[config.mk]
export PLATFORM = sky130hd
export DESIGN_NAME = ahb_timer
export DESIGN_NICKNAME = d
export VERILOG_FILES = /design/src/rtl/ahb_timer_pkg.sv /design/src/rtl/ahb_timer_prescaler.sv /design/src/rtl/ahb_timer.sv
export SDC_FILE = /design/constraint.sdc
export NUM_CORES = 1
export LEC_CHECK = 0
export BUFFER_PORTS_ARGS = -buffer_cell sky130_fd_sc_hd__buf_2
export CAP_MARGIN = 10
export CORE_UTILIZATION = 45
export CTS_CLUSTER_SIZE = 30
export DETAILED_ROUTE_END_ITERATION = 8
export PLACE_DENSITY_LB_ADDON = 0.3
export RECOVER_POWER = 25
export SYNTH_ARGS = -nofsm -noshare
export SYNTH_HDL_FRONTEND = slang
export SYNTH_SLANG_ARGS = --single-unit
[constraint.sdc]
create_clock -name HCLK -period 3.4 [get_ports HCLK]
set_input_delay 0.34 -clock HCLK [delete_from_list [all_inputs] [get_ports HCLK]]
set_output_delay 0.34 -clock HCLK [all_outputs]
set_load 0.03 [all_outputs]
[src/rtl/ahb_timer_pkg.sv]
// Shared definitions for ahb_timer: register offsets, CONTROL bit positions
// and the prescale-select encoding.
package ahb_timer_pkg;

    localparam logic [7:0] TMR_LOAD_OFS   = 8'h00;
    localparam logic [7:0] TMR_VALUE_OFS  = 8'h04;
    localparam logic [7:0] TMR_CTRL_OFS   = 8'h08;
    localparam logic [7:0] TMR_INTCLR_OFS = 8'h0C;

    localparam int CTRL_EN_BIT      = 0;
    localparam int CTRL_ONESHOT_BIT = 1;
    localparam int CTRL_PSC_LSB     = 2;
    localparam int CTRL_PSC_MSB     = 3;
    localparam int CTRL_IRQEN_BIT   = 4;

    typedef enum logic [1:0] {
        PSC_DIV1   = 2'b00,
        PSC_DIV16  = 2'b01,
        PSC_DIV256 = 2'b10,
        PSC_RSVD   = 2'b11
    } psc_sel_e;

    // Terminal count (divisor - 1); the reserved encoding behaves as divide-by-1.
    function automatic logic [7:0] psc_terminal(input psc_sel_e sel);
        case (sel)
            PSC_DIV16:  return 8'd15;
            PSC_DIV256: return 8'd255;
            default:    return 8'd0;
        endcase
    endfunction

endpackage

[src/rtl/ahb_timer_prescaler.sv]
// Clock prescaler for ahb_timer; emits a one-cycle tick every 1/16/256 cycles.
// Only instantiated when AHB_TIMER_PRESCALE_EN is defined.
module ahb_timer_prescaler
    import ahb_timer_pkg::*;
(
    input  logic     clk,
    input  logic     rst_n,
    input  logic     enable,
    input  logic     clear,
    input  psc_sel_e sel,
    output logic     tick
);

    logic [7:0] count;
    logic [7:0] terminal;

    assign terminal = psc_terminal(sel);
    assign tick     = enable && (count == terminal);

    // Count is held at zero while disabled, so re-enabling starts a full period.
    always_ff @(posedge clk or negedge rst_n) begin
        if (!rst_n) begin
            count <= '0;
        end else if (!enable || clear || tick) begin
            count <= '0;
        end else begin
            count <= count + 8'd1;
        end
    end

endmodule

[src/rtl/ahb_timer.sv]
// AHB-Lite 32-bit down-counting timer with periodic/one-shot modes and sticky IRQ.
// Define AHB_TIMER_PRESCALE_EN to build in the selectable clock prescaler.
module ahb_timer
    import ahb_timer_pkg::*;
#(
    parameter int          ADDR_W     = 4,
    parameter logic [31:0] RESET_LOAD = 32'h0000_0000
) (
    input  logic        HCLK,
    input  logic        HRESETn,
    input  logic        HSEL,
    input  logic [31:0] HADDR,
    input  logic [1:0]  HTRANS,
    input  logic        HWRITE,
    input  logic [2:0]  HSIZE,
    input  logic [31:0] HWDATA,
    input  logic        HREADY,
    output logic [31:0] HRDATA,
    output logic        HREADYOUT,
    output logic        HRESP,
    output logic        timer_irq
);

    localparam logic [ADDR_W-3:0] IDX_LOAD   = TMR_LOAD_OFS[ADDR_W-1:2];
    localparam logic [ADDR_W-3:0] IDX_VALUE  = TMR_VALUE_OFS[ADDR_W-1:2];
    localparam logic [ADDR_W-3:0] IDX_CTRL   = TMR_CTRL_OFS[ADDR_W-1:2];
    localparam logic [ADDR_W-3:0] IDX_INTCLR = TMR_INTCLR_OFS[ADDR_W-1:2];

    logic [ADDR_W-3:0] addr_q;
    logic              write_q;
    logic              valid_q;

    logic [31:0] load_q;
    logic [31:0] value_q;
    logic        irq_flag;
    logic        ctrl_en;
    logic        ctrl_oneshot;
    logic        ctrl_irq_en;
    psc_sel_e    psc_sel;

    logic wr_en, wr_load, wr_ctrl, wr_intclr;
    logic tick, expire;
    logic unused_bits;

    assign unused_bits = ^{HSIZE, HADDR[31:ADDR_W], HADDR[1:0]};

    assign HREADYOUT = 1'b1;
    assign HRESP     = 1'b0;
    assign timer_irq = irq_flag & ctrl_irq_en;

    // Address phase capture
    always_ff @(posedge HCLK or negedge HRESETn) begin
        if (!HRESETn) begin
            addr_q  <= '0;
            write_q <= 1'b0;
            valid_q <= 1'b0;
        end else begin
            valid_q <= HSEL & HREADY & HTRANS[1];
            if (HSEL & HREADY & HTRANS[1]) begin
                addr_q  <= HADDR[ADDR_W-1:2];
                write_q <= HWRITE;
            end
        end
    end

    assign wr_en     = valid_q & write_q;
    assign wr_load   = wr_en && (addr_q == IDX_LOAD);
    assign wr_ctrl   = wr_en && (addr_q == IDX_CTRL);
    assign wr_intclr = wr_en && (addr_q == IDX_INTCLR);
    assign expire    = tick && (value_q == '0);

`ifdef AHB_TIMER_PRESCALE_EN
    ahb_timer_prescaler u_prescaler (
        .clk    (HCLK),
        .rst_n  (HRESETn),
        .enable (ctrl_en),
        .clear  (wr_load),
        .sel    (psc_sel),
        .tick   (tick)
    );

    always_ff @(posedge HCLK or negedge HRESETn) begin
        if (!HRESETn) begin
            psc_sel <= PSC_DIV1;
        end else if (wr_ctrl) begin
            psc_sel <= psc_sel_e'(HWDATA[CTRL_PSC_MSB:CTRL_PSC_LSB]);
        end
    end
`else
    assign tick    = ctrl_en;
    assign psc_sel = PSC_DIV1;
`endif

    // A bus write to CONTROL takes precedence over the one-shot auto-disable.
    always_ff @(posedge HCLK or negedge HRESETn) begin
        if (!HRESETn) begin
            ctrl_en      <= 1'b0;
            ctrl_oneshot <= 1'b0;
            ctrl_irq_en  <= 1'b0;
        end else if (wr_ctrl) begin
            ctrl_en      <= HWDATA[CTRL_EN_BIT];
            ctrl_oneshot <= HWDATA[CTRL_ONESHOT_BIT];
            ctrl_irq_en  <= HWDATA[CTRL_IRQEN_BIT];
        end else if (expire && ctrl_oneshot) begin
            ctrl_en <= 1'b0;
        end
    end

    // Counter: a LOAD write overrides any tick in the same cycle; flag set beats clear.
    always_ff @(posedge HCLK or negedge HRESETn) begin
        if (!HRESETn) begin
            load_q   <= RESET_LOAD;
            value_q  <= RESET_LOAD;
            irq_flag <= 1'b0;
        end else begin
            if (wr_load) begin
                load_q  <= HWDATA;
                value_q <= HWDATA;
            end else if (tick) begin
                if (value_q != '0) begin
                    value_q <= value_q - 32'd1;
                end else if (!ctrl_oneshot) begin
                    value_q <= load_q;
                end
            end
            if (expire) begin
                irq_flag <= 1'b1;
            end else if (wr_intclr) begin
                irq_flag <= 1'b0;
            end
        end
    end

    always_comb begin
        HRDATA = '0;
        if (valid_q && !write_q) begin
            case (addr_q)
                IDX_LOAD:   HRDATA = load_q;
                IDX_VALUE:  HRDATA = value_q;
                IDX_CTRL:   HRDATA = {27'b0, ctrl_irq_en, psc_sel, ctrl_oneshot, ctrl_en};
                IDX_INTCLR: HRDATA = {31'b0, irq_flag};
                default:    HRDATA = '0;
            endcase
        end
    end

endmodule

==> results.md, run 1 <==
* Status: complete, but fails checks
* Failing checks: max-capacitance violations, max-slew violations
* Core area at 9820 sq um
* Crit Path Category: reg -> reg
* # H-tree levels at 3
* Setup Total Neg Slack at 0 ns
* WP data arrival at 3.03 ns
* Syn avg cell area at 8.18 sq um
* Vias in the first global route at 4026
* Drt wl/cell at 16.4 um
* DR vias/cell at 5.73
* Total power at 3700 uW
* DIE HEIGHT at 103 um
* Placed Instances at 731
* Total routed wirelength at 12200 um
* Synth top area cells: dfrtp_1 39%, nand2_1 9.6%, mux2i_1 7.2%
* Unrepaired setup endpoints after global routing: no
* Final Wtd Congestion at 0.871
* Ys async rst share at 100%
* Synth cell types at 59
* VDD IR-drop max at 0.379 mV
* Placed Area at 5000 sq um
* Layout Cells excl Fill at 745
* Critical Path Source Type: flip-flop
* # nets final at 685
* Slew @ Worst Pin at 2.05 ns
* Largest net degree at the start of global routing at 59
* Vias at 4270
* Clk buf depth at 2
* Clk_lat worst skew at 0.35 ns
* Maxcap violations at 1
* ANT cells at 0
* Synth area leader: dfrtp_1
* CP max stage delay at 0.57 ns
* Fin area at 5170 sq um
* Synth Cell Area at 4580 sq um
* Crit path required time at 3.64 ns
* Congestion Overflow GR at 0
* Critical path fanouts, max at 43
* Final period utilization at 82.0%
* Synth top area share at 39.3%
* Seq cells post-synth at 72
* Initial Util at 46.6%
* Syn_nets at 636
* Worst Setup End Kind: flip-flop
* Worst path most repeated cell: nor4_4
* Die width at 103 um
* Yosys warning count at 0
* Fin crit period at 2.79 ns
* First-pass GRT wire length at 20200 um
* Final Hold Viols at 0
* Number of port buffers at 72
* GRT Total Usage at 24.9%
* Post-synth EDFFs at 0
* Top FF cell, synth: dfrtp_1
* Mapped Cells at 560
* Root Driver: clkbuf_8
* Clock Skews at 0.00760 ns
* # setup viols final at 0
* Power Density at 716 nW/um^2
* Register area share after synthesis at 39.3%
* Leakage at 0.00232 uW
* Worst path cell trace: nor4_4 > nand4_4 > nor4_4 > a31oi_4 > o22a_1
* Max_slew headroom at -36.3%
* Share of layout cells above drive strength 1 at 18.3%
* IO Count at 109
* Post-DRT Antenna Nets at 0
* Fill cell count at 1007
* CTS resizes at 0
* Setup bufs post-CTS at 0
* Drt first pass iters at 5
* Min Hold Slack at 0.192 ns
* Overall die area at 10600 sq um
* DRC viols at 0
* Cts hold-fix bufs at 0
* 1st-iter DRT viols at 407
* Cell at the slowest stage of the critical path: nor4_4
* CTS tree: yes
* Number of antenna violations at the first check in global routing at 0
* Hpwl dp at 8250 um
* FMAX at 359 MHz
* Rows at 36
* Syn-to-layout area delta at 12.8%
* Clock sink count at 72
* Clock-pin slew on the worst setup and hold paths at 0.08 ns
* TritonCTS Buffers at 9
* Max-slew violations at 36
* HP Class: in -> reg
-- state kept, by name, indices dropped and copies added (netlist names) --
name          flops
load_q           32
value_q          32
addr_q            2
ctrl_en           1
ctrl_irq_en       1
ctrl_oneshot      1
irq_flag          1
valid_q           1
write_q           1
-- final timing paths --
check                       startpoint  slack [ns]  depth (start not counted)    endpoint
max                        value_q[16]        0.61                          5  value_q[6]
min                         HWDATA[24]        0.19                          3  load_q[24]
max reg2reg                value_q[16]        0.61                          5  value_q[6]
min reg2reg                 load_q[23]        0.50                          2  load_q[23]
max in group asynchronous      HRESETn        1.05                          2   addr_q[0]
min in group asynchronous      HRESETn        0.57                          1   load_q[6]
-- report_power, final --
group          switching (uW)  total [uW]  leakage, uW  internal [uW]
clock                     315         633    0.0000886            318
sequential                479        1710     0.000827           1230
combinational             761        1350      0.00140            594
-- cell usage in the layout, fill, tap and decap left out, types with 8 or more instances in the layout --
cell      count
nand2_1     117
nor2_1       75
dfrtp_1      71
buf_2        71
o21ai_0      34
mux2i_1      33
nor3_1       15
a21oi_1      13
a31oi_1      12
clkbuf_8     12
a211oi_1     11
nand3_1      10
nor4_1        9
inv_1         8
-- metal layers --
metal | wire length [um] | GRT usage (%) | vias up
li1 | - | - | 2056
met1 | 5670 | 35.8 | 2038
met2 | 5620 | 37.9 | 158
met3 | 749 | 4.20 | 18
met4 | 175 | 8.34 | 0
met5 | 0 | 0 | -
-- cell type report --
type                       count  area (sq um)  share of cell area [%]
inverter                       8          30.0                   0.581
clock buffer                  14           173                    3.34
timing repair buffer          81           420                    8.14
tap                          133           166                    3.22
sequential                    72          1800                    34.9
multi-input combinational    437          2570                    49.8
-- cell families (layout without fill, tap and decap cells) --
group | after synthesis | count (layout) | synth area share, %
xor+xnor | 14 | 14 | 2.68
other cells | 2 | 2 | 0.164
mux | 38 | 38 | 8.69
compound gates | 112 | 112 | 16.2
simple gates | 269 | 269 | 27.6
flops | 72 | 72 | 39.3
buf+inv | 51 | 103 | 4.78
fa+ha+maj | 2 | 2 | 0.546
-- Yosys cell counts, types with 6 or more instances --
cell type / instances
a211oi_1: 11
o21ai_0: 34
mux2i_1: 33
nand4_1: 7
nand3_1: 11
a21oi_1: 13
o211ai_1: 7
nor2_1: 75
nor4_1: 9
buf_2: 10
xnor2_1: 7
o22a_1: 6
nor3_1: 15
xor2_1: 7
dfrtp_1: 72
inv_1: 8
clkbuf_1: 26
a31oi_1: 12
nand2_1: 117
-- critical path, delay by kind of cell, from the launching register on --
kind / cells / cell delay [ns]
flip-flops: 1 / 0.46
AND/OR/NAND/NOR: 3 / 1.31
AO/OA/AOI/OAI: 2 / 0.87
-- through the flow --
stage               setup slack, ns  util (%)
finish                        0.612      52.6
global route                  0.396      52.6
CTS                           0.633      52.7
detailed placement            0.652      50.9
global placement              0.692      50.9
floorplan                      1.17         -
No activity file was read; power rests on OpenSTA's default activity.
==> run 2: changes to the inputs <==
--- a/config.mk
+++ b/config.mk
@@ -5,6 +5,7 @@
 export SDC_FILE = /design/constraint.sdc
 export NUM_CORES = 1
 export LEC_CHECK = 0
+export ABC_AREA = 1
 export BUFFER_PORTS_ARGS = -buffer_cell sky130_fd_sc_hd__buf_2
 export CAP_MARGIN = 10
 export CORE_UTILIZATION = 45
==> constraint.sdc (replaced) <==
create_clock -name HCLK -period 2.2 [get_ports HCLK]
set_input_delay 0.22 -clock HCLK [delete_from_list [all_inputs] [get_ports HCLK]]
set_output_delay 0.22 -clock HCLK [all_outputs]
set_load 0.03 [all_outputs]
==> run 2 against run 1 <==
The run now ends clean. Global-route usage shrank 0.65 points. Via count grew 19%. Sequential cell count is the same. Non-clock buffer count grew 18. Final cell count grew 37%. Combinational power grew 120%. Sequential power grew 42%. Worst setup slack lost 0.47 ns. Register-to-register slack lost 0.38 ns. Largest power group is now combinational logic.
==> results.md, run 2 <==
* Crit Path Category: reg -> out
* Post-DRT Antenna Nets at 0 (unchanged)
* FMAX at 487 MHz
* IO Count at 109 (unchanged)
* Worst-case reg-to-reg path depth at 10 (+5)
* Total routed wirelength at 13300 um (+9.2%)
* Cell at the slowest stage of the critical path: dfrtp_1
* Register area share after synthesis at 35.7% (-3.7 points)
* Synth cell types at 30 (-49%)
* Synth area leader: dfrtp_1
* Crit path required time at 1.98 ns (-1.66 ns)
* Number of port buffers at 72 (unchanged)
* ANT cells at 0 (unchanged)
* Syn_nets at 871 (+37%)
* Clk buf depth at 2 (unchanged)
* Top FF cell, synth: dfrtp_1
* Final period utilization at 93.3%
* Die width at 108 um (+4.9%)
* Drt first pass iters at 4 (-1)
* Syn-to-layout area delta at 15.7%
* Yosys warning count at 0 (unchanged)
* Min Hold Slack at 0.0433 ns (-0.149 ns)
* Seq cells post-synth at 72 (unchanged)
* Final Hold Viols at 0 (unchanged)
* # H-tree levels at 3 (unchanged)
* DRC viols at 0 (unchanged)
* WP data arrival at 1.83 ns (-1.20 ns)
* # nets final at 952 (+39%)
* Drt wl/cell at 13.1 um (-20%)
* Number of antenna violations at the first check in global routing at 0 (unchanged)
* Crit path to: HRDATA[0]
* Hpwl dp at 9360 um (+14%)
* Share of layout cells above drive strength 1 at 18.5% (+0.20 points)
* HP Class: in -> reg
* Ys async rst share at 100% (unchanged)
* Initial Util at 46.4% (-0.26 points)
* Post-synth EDFFs at 0 (unchanged)
* Top Registers: load_q x32, value_q x32, addr_q x2
* Clock-pin slew on the worst setup and hold paths at 0.09 ns (about the same)
* Most frequent cells in the layout: 324 x nand2_1, 91 x nor2_1, 84 x inv_1, 72 x dfrtp_1, 72 x buf_2
* CTS tree: yes
* Mapped Cells at 795 (+42%)
* Maxcap violations at 0 (-1)
* Largest net degree at the start of global routing at 73 (+24%)
* Core area at 10900 sq um (+11%)
* Clk_lat worst skew at 0.36 ns (about the same)
* Max_slew headroom at 32.9% (+69 points)
* Setup Total Neg Slack at 0 ns (unchanged)
* Commonest non-fill, non-tap cell in the layout: nand2_1
* Reg-to-Reg End: value_q[27]
* Status: complete, no violations
* Worst path depth at 6 (+1)
* Max-slew violations at 0 (-100%)
* Synth top area cells: dfrtp_1 36%, nand2_1 24%, nor2_1 6.8%
* GRT Total Usage at 24.2% (-0.65 points)
* CP max stage delay at 0.42 ns (-0.15 ns)
* Setup bufs post-CTS at 0 (unchanged)
* Crit path from: addr_q[1]
* Fin crit period at 2.05 ns
* Synth top area share at 35.7% (-3.7 points)
* Pre-CTS setup slack at 0.152 ns (-0.499 ns)
* Worst path most repeated cell: buf_4
* Rows at 38 (+5.6%)
* Most frequent cell after synthesis: nand2_1
* Syn avg cell area at 6.35 sq um (-22%)
* # setup viols final at 0 (unchanged)
* Overall die area at 11700 sq um (+10%)
* Critical Path Source Type: flip-flop
* 1st-iter DRT viols at 248 (-39%)
* Worst path cell trace: buf_4 > nor2_2 > buf_4 > nand2_1 > a41oi_1 > buf_2
* Power Density at 1090 nW/um^2 (+53%)
* R2R Path Start: value_q[0]
* DR vias/cell at 4.98 (-13%)
* Clock sink count at 72 (unchanged)
* Congestion Overflow GR at 0 (unchanged)
* DIE HEIGHT at 108 um (+4.9%)
* Leakage at 0.00327 uW (+41%)
* Worst Setup End Kind: output port
* Crit path buffers/inverters at 3 (+3)
* First-pass GRT wire length at 22200 um (+9.5%)
* Vias at 5089 (+19%)
* Crit path max-delay family: buffers and inverters
* Unrepaired setup endpoints after global routing: no
* Setup WS post-layout at 0.146 ns (-0.466 ns)
* Root Driver: clkbuf_8
* Vias in the first global route at 4679 (+16%)
* Critical path fanouts, max at 15 (-65%)
* Clock Skews at 0.0148 ns (+0.00720 ns)
* Slew @ Worst Pin at 1.01 ns (-1.04 ns)
* Final Wtd Congestion at 0.918 (+5.4%)
* TritonCTS Buffers at 9 (unchanged)
* VDD IR-drop max at 0.467 mV (+23%)
* R2R Setup Slk at 0.23 ns (-0.38 ns)
* Most frequent cells after synthesis: 324 x nand2_1, 92 x nor2_1, 84 x inv_1, 72 x dfrtp_1, 60 x nand3_1
* Synth Cell Area at 5050 sq um (+10%)
run 2: cell count changes after synthesis, sizes merged, moves of 7 or more:
cell	change
nor2	+34
o211ai	-7
o21ai	-8
inv	+79
nand3	+48
a31oi	-13
nor4	-13
nor3	-13
clkbuf	-16
a21oi	+37
mux2i	-33
a211oi	-11
nand2	+216
run 2: layer usage:
metal	GRT usage, %	share of wire (%)
met1	34.5	50
met3	3.13	4.6
met4	8.12	1.5
met5	0	0
met2	38.0	44
run 2: layout make-up:
| type | instances | area [sq um] |
|---|---|---|
| clock buffer | 9 | 124 |
| clock inverter | 7 | 72.6 |
| fill | 1111 | 5050 |
| inverter | 87 | 327 |
| multi-input combinational | 607 | 2780 |
| sequential | 72 | 1800 |
| tap | 140 | 175 |
| timing repair buffer | 99 | 566 |
run 2: stage by stage:
stage	utilization, %	instance area, sq um	instances	power, uW
detailed placement	51.6	5620	1003	5270
finish	53.7	5840	1021	6390
floorplan	-	5050	795	4480
CTS	53.5	5830	1020	6350
global placement	51.6	5620	1003	5220
global route	53.7	5840	1021	6990
run 2: cells by family (layout without fill, tap and decap cells):
family                   count (synthesis)  in the layout  synth area share (%)
flip-flops                              72             72                  35.7
other                                    2              2                 0.149
adder cells (fa/ha/maj)                  2              2                 0.495
AND/OR/NAND/NOR                        513            513                  42.8
AO/OA/AOI/OAI                           82             83                  9.76
buffers and inverters                  117            202                  9.94
XOR/XNOR                                 7              7                  1.21
run 2: timing repair:
action / CTS / global route
endpoints found under the hold margin: 72 / 0
hold buffers: 1 / 0
setup endpoints to repair: 0 / 32
gates resized for setup: 0 / 2
run 2: worst min-delay path by stage:
stage	slack [ns]	endpoint	cells after the start	start
2_1_floorplan	-0.08	addr_q[0]	0	HRESETn
6_report	0.04	write_q	3	HWRITE
3_3_place_gp	0.28	load_q[3]	2	HRESETn
5_1_grt	0.04	write_q	3	HWRITE
4_1_cts	0.04	write_q	3	HWRITE
3_5_place_dp	0.28	load_q[2]	2	HRESETn
run 2: power by group:
part	internal [uW]	switching, uW
combinational	1060	1840
sequential	1910	511
clock	523	540
total	3500	2890
run 2: worst reg2reg max path: stages, from the launching register on:
cell	delay, ns
dfrtp_1	0.42
inv_1	0.15
ha_1	0.23
nand2_1	0.07
nor2_1	0.12
nand2_2	0.08
nor2_4	0.24
nand2_2	0.13
nand2_8	0.24
nor2_1	0.10
a21oi_2	0.13
==> run 3: changes to the inputs <==
--- a/config.mk
+++ b/config.mk
@@ -11,8 +11,10 @@
 export CORE_UTILIZATION = 45
 export CTS_CLUSTER_SIZE = 30
 export DETAILED_ROUTE_END_ITERATION = 8
+export GPL_TIMING_DRIVEN = 0
 export PLACE_DENSITY_LB_ADDON = 0.3
 export RECOVER_POWER = 25
+export SLEW_MARGIN = 20
 export SYNTH_ARGS = -nofsm -noshare
 export SYNTH_HDL_FRONTEND = slang
 export SYNTH_SLANG_ARGS = --single-unit
==> run 3 against run 2 <==
Wire length grew 10%. Clock skew increased by 0.0013 ns. Via count increased by 0.88%. Cell area grew 1.0%. Worst hold slack better by 0.010 ns. Combinational power down 7%. Sequential power up 5%. Die area is the same. Final cell count up 0.39%. Global-route usage grew 2.9 points. Clock power grew 33%. Worst setup slack got worse by 0.0065 ns.
==> results.md, run 3 (synthesis results as in run 2) <==
* Unrepaired setup endpoints after global routing: yes
* Total power at 6680 uW (+4.5%)
* TritonCTS Buffers at 9 (unchanged)
* Max_slew headroom at 39.0% (+6.1 points)
* First-pass GRT wire length at 24100 um (+8.7%)
* Grt peak-use layer: met2
* Final period utilization at 93.6% (+0.29 points)
* Final Hold Viols at 0 (unchanged)
* # H-tree levels at 3 (unchanged)
* Drt first pass iters at 4 (unchanged)
* IO Count at 109 (unchanged)
* Share of layout cells above drive strength 1 at 18.9% (+0.37 points)
* ANT cells at 0 (unchanged)
* Clock sink count at 72 (unchanged)
* Fin area at 5900 sq um (+1.0%)
* Maxcap violations at 0 (unchanged)
* Number of port buffers at 72 (unchanged)
* Syn-to-layout area delta at 16.9%
* Post-DRT Antenna Nets at 0 (unchanged)
* Drt wl/cell at 14.4 um (+9.9%)
* Switching Share at 43.6% (-1.7 points)
* Crit Path Category: reg -> out
* Most frequent cells in the layout: 324 x nand2_1, 90 x nor2_1, 84 x inv_1, 83 x buf_2, 71 x dfrtp_1
* DR vias/cell at 5.01 (+0.49%)
* Vias in the first global route at 4814 (+2.9%)
* Overall die area at 11700 sq um (unchanged)
* Slew @ Worst Pin at 0.915 ns (-0.0913 ns)
* Net Sw Power at 2910 uW (+0.65%)
* Worst Hold Launch: HWRITE
* R2R Path Start: value_q[7]
* Largest net degree at the start of global routing at 38 (-48%)
* Worst path cell trace: buf_2 > nor2_4 > clkbuf_2 > nand2_1 > a21oi_1 > buf_2
* FMAX at 485 MHz (-0.31%)
* # setup viols final at 0 (unchanged)
* Final Wtd Congestion at 0.963 (+4.9%)
* Root Driver: clkbuf_8
* Core area at 10900 sq um (unchanged)
* Grt met2 use at 42.9% (+4.9 points)
* Crit path required time at 1.98 ns (about the same)
* Status: complete, no violations
* Number of antenna violations at the first check in global routing at 0 (unchanged)
* Clk buf depth at 2 (unchanged)
* VDD IR-drop max at 0.546 mV (+17%)
* Clock power frac at 21.1% (+4.5 points)
* Placed Area at 5610 sq um (-0.22%)
* Critical Path Source Type: flip-flop
* Max-slew violations at 0 (unchanged)
* Fill cell count at 1119 (+0.72%)
* # nets final at 956 (+0.42%)
* GRT Total Usage at 27.1% (+2.9 points)
* DIE HEIGHT at 108 um (unchanged)
* CTS tree: yes
* Fin crit period at 2.06 ns (+0.00646 ns)
* Crit path from: addr_q[1]
* Cell at the slowest stage of the critical path: dfrtp_1
* Worst Setup End Kind: output port
* Total routed wirelength at 14700 um (+10%)
* Die width at 108 um (unchanged)
* Sequential Power Share at 38.1% (+0.2 points)
* Initial Util at 46.4% (unchanged)
* CP max stage delay at 0.36 ns (-0.06 ns)
* Power Internal at 3770 uW (+7.6%)
* Logic pwr share at 40.8% (-4.7 points)
* HP Class: in -> reg
* Top Registers: load_q x32, value_q x32, addr_q x2
* Vias at 5134 (+0.88%)
* 1st-iter DRT viols at 353 (+42%)
* Critical path fanouts, max at 10 (-5)
* Global-route met3 utilization at 3.56% (+0.42 points)
* Clock Skews at 0.0161 ns (+0.00129 ns)
* Congestion Overflow GR at 0 (unchanged)
* WP data arrival at 1.84 ns (about the same)
* Power Density at 1130 nW/um^2 (+3.4%)
* Commonest non-fill, non-tap cell in the layout: nand2_1
* DRC viols at 0 (unchanged)
* Hpwl dp at 10900 um (+16%)
* Worst path most repeated cell: buf_2
* Rows at 38 (unchanged)
* Setup bufs post-CTS at 0 (unchanged)
* Clock-pin slew on the worst setup and hold paths at 0.08 ns (about the same)
* Leakage at 0.00330 uW (+1.1%)
* GR Util met1 at 38.0% (+3.5 points)
* Clk_lat worst skew at 0.36 ns (about the same)
## run 3: timing repair
action,CTS,global route
hold endpoints to repair,35,0
endpoints found under the setup margin,30,23
cloned,0,0
resized for setup,8,18
hold buffers,1,0
## run 3: final cells by class
| type | count | area (sq um) | area share (%) |
|---|---|---|---|
| multi-input combinational | 606 | 2760 | 46.8 |
| sequential | 72 | 1800 | 30.5 |
| timing repair buffer | 74 | 378 | 6.40 |
| inverter | 87 | 327 | 5.53 |
| buffer | 30 | 196 | 3.33 |
| tap | 140 | 175 | 2.97 |
| clock buffer | 11 | 131 | 2.23 |
| clock inverter | 5 | 129 | 2.18 |
## run 3: power groups by stage
stage | combinational, uW | clock [uW] | sequential, uW
floorplan | 2100 | 0 | 2380
global placement | 2630 | 0 | 2530
detailed placement | 2670 | 0 | 2550
CTS | 2700 | 1430 | 2530
global route | 3130 | 1460 | 2640
finish | 2720 | 1410 | 2540
## run 3: critical path: cells and delay by family (launching register included)
| family | cells | cell delay, ns |
|---|---|---|
| buf+inv | 3 | 0.68 |
| flops | 1 | 0.36 |
| simple gates | 2 | 0.26 |
| compound gates | 1 | 0.17 |
## run 3: stage by stage
stage	cells	hold WS, ns	utilization, %	TNS [ns]	setup WS, ns
final	1025	0.0536	54.2	0	0.140
after global routing	1025	0.0587	54.2	-0.0197	-0.0197
after CTS	1025	0.0491	54.1	0	0.0507
after detailed placement	1008	0.218	51.5	0	0.136
after global placement	1007	0.418	51.3	0	0.139
after floorplan	795	-0.0756	-	0	0.394
## run 3: path summary, 6_finish.rpt
kind                          endpoint  slack (ns)  cells after the start
setup / recovery            HRDATA[13]        0.14                      6
hold / removal                 write_q        0.05                      3
setup reg to reg            value_q[0]        0.24                     11
hold reg to reg             load_q[18]        0.50                      2
max in group asynchronous  value_q[28]        0.54                      3
min in group asynchronous    load_q[3]        0.51                      2
## run 3: routing by layer
layer  wire, um  share of wire (%)
met3        820                5.6
met5          0                  0
met1       6940                 47
met4        287                2.0
met2       6670                 45
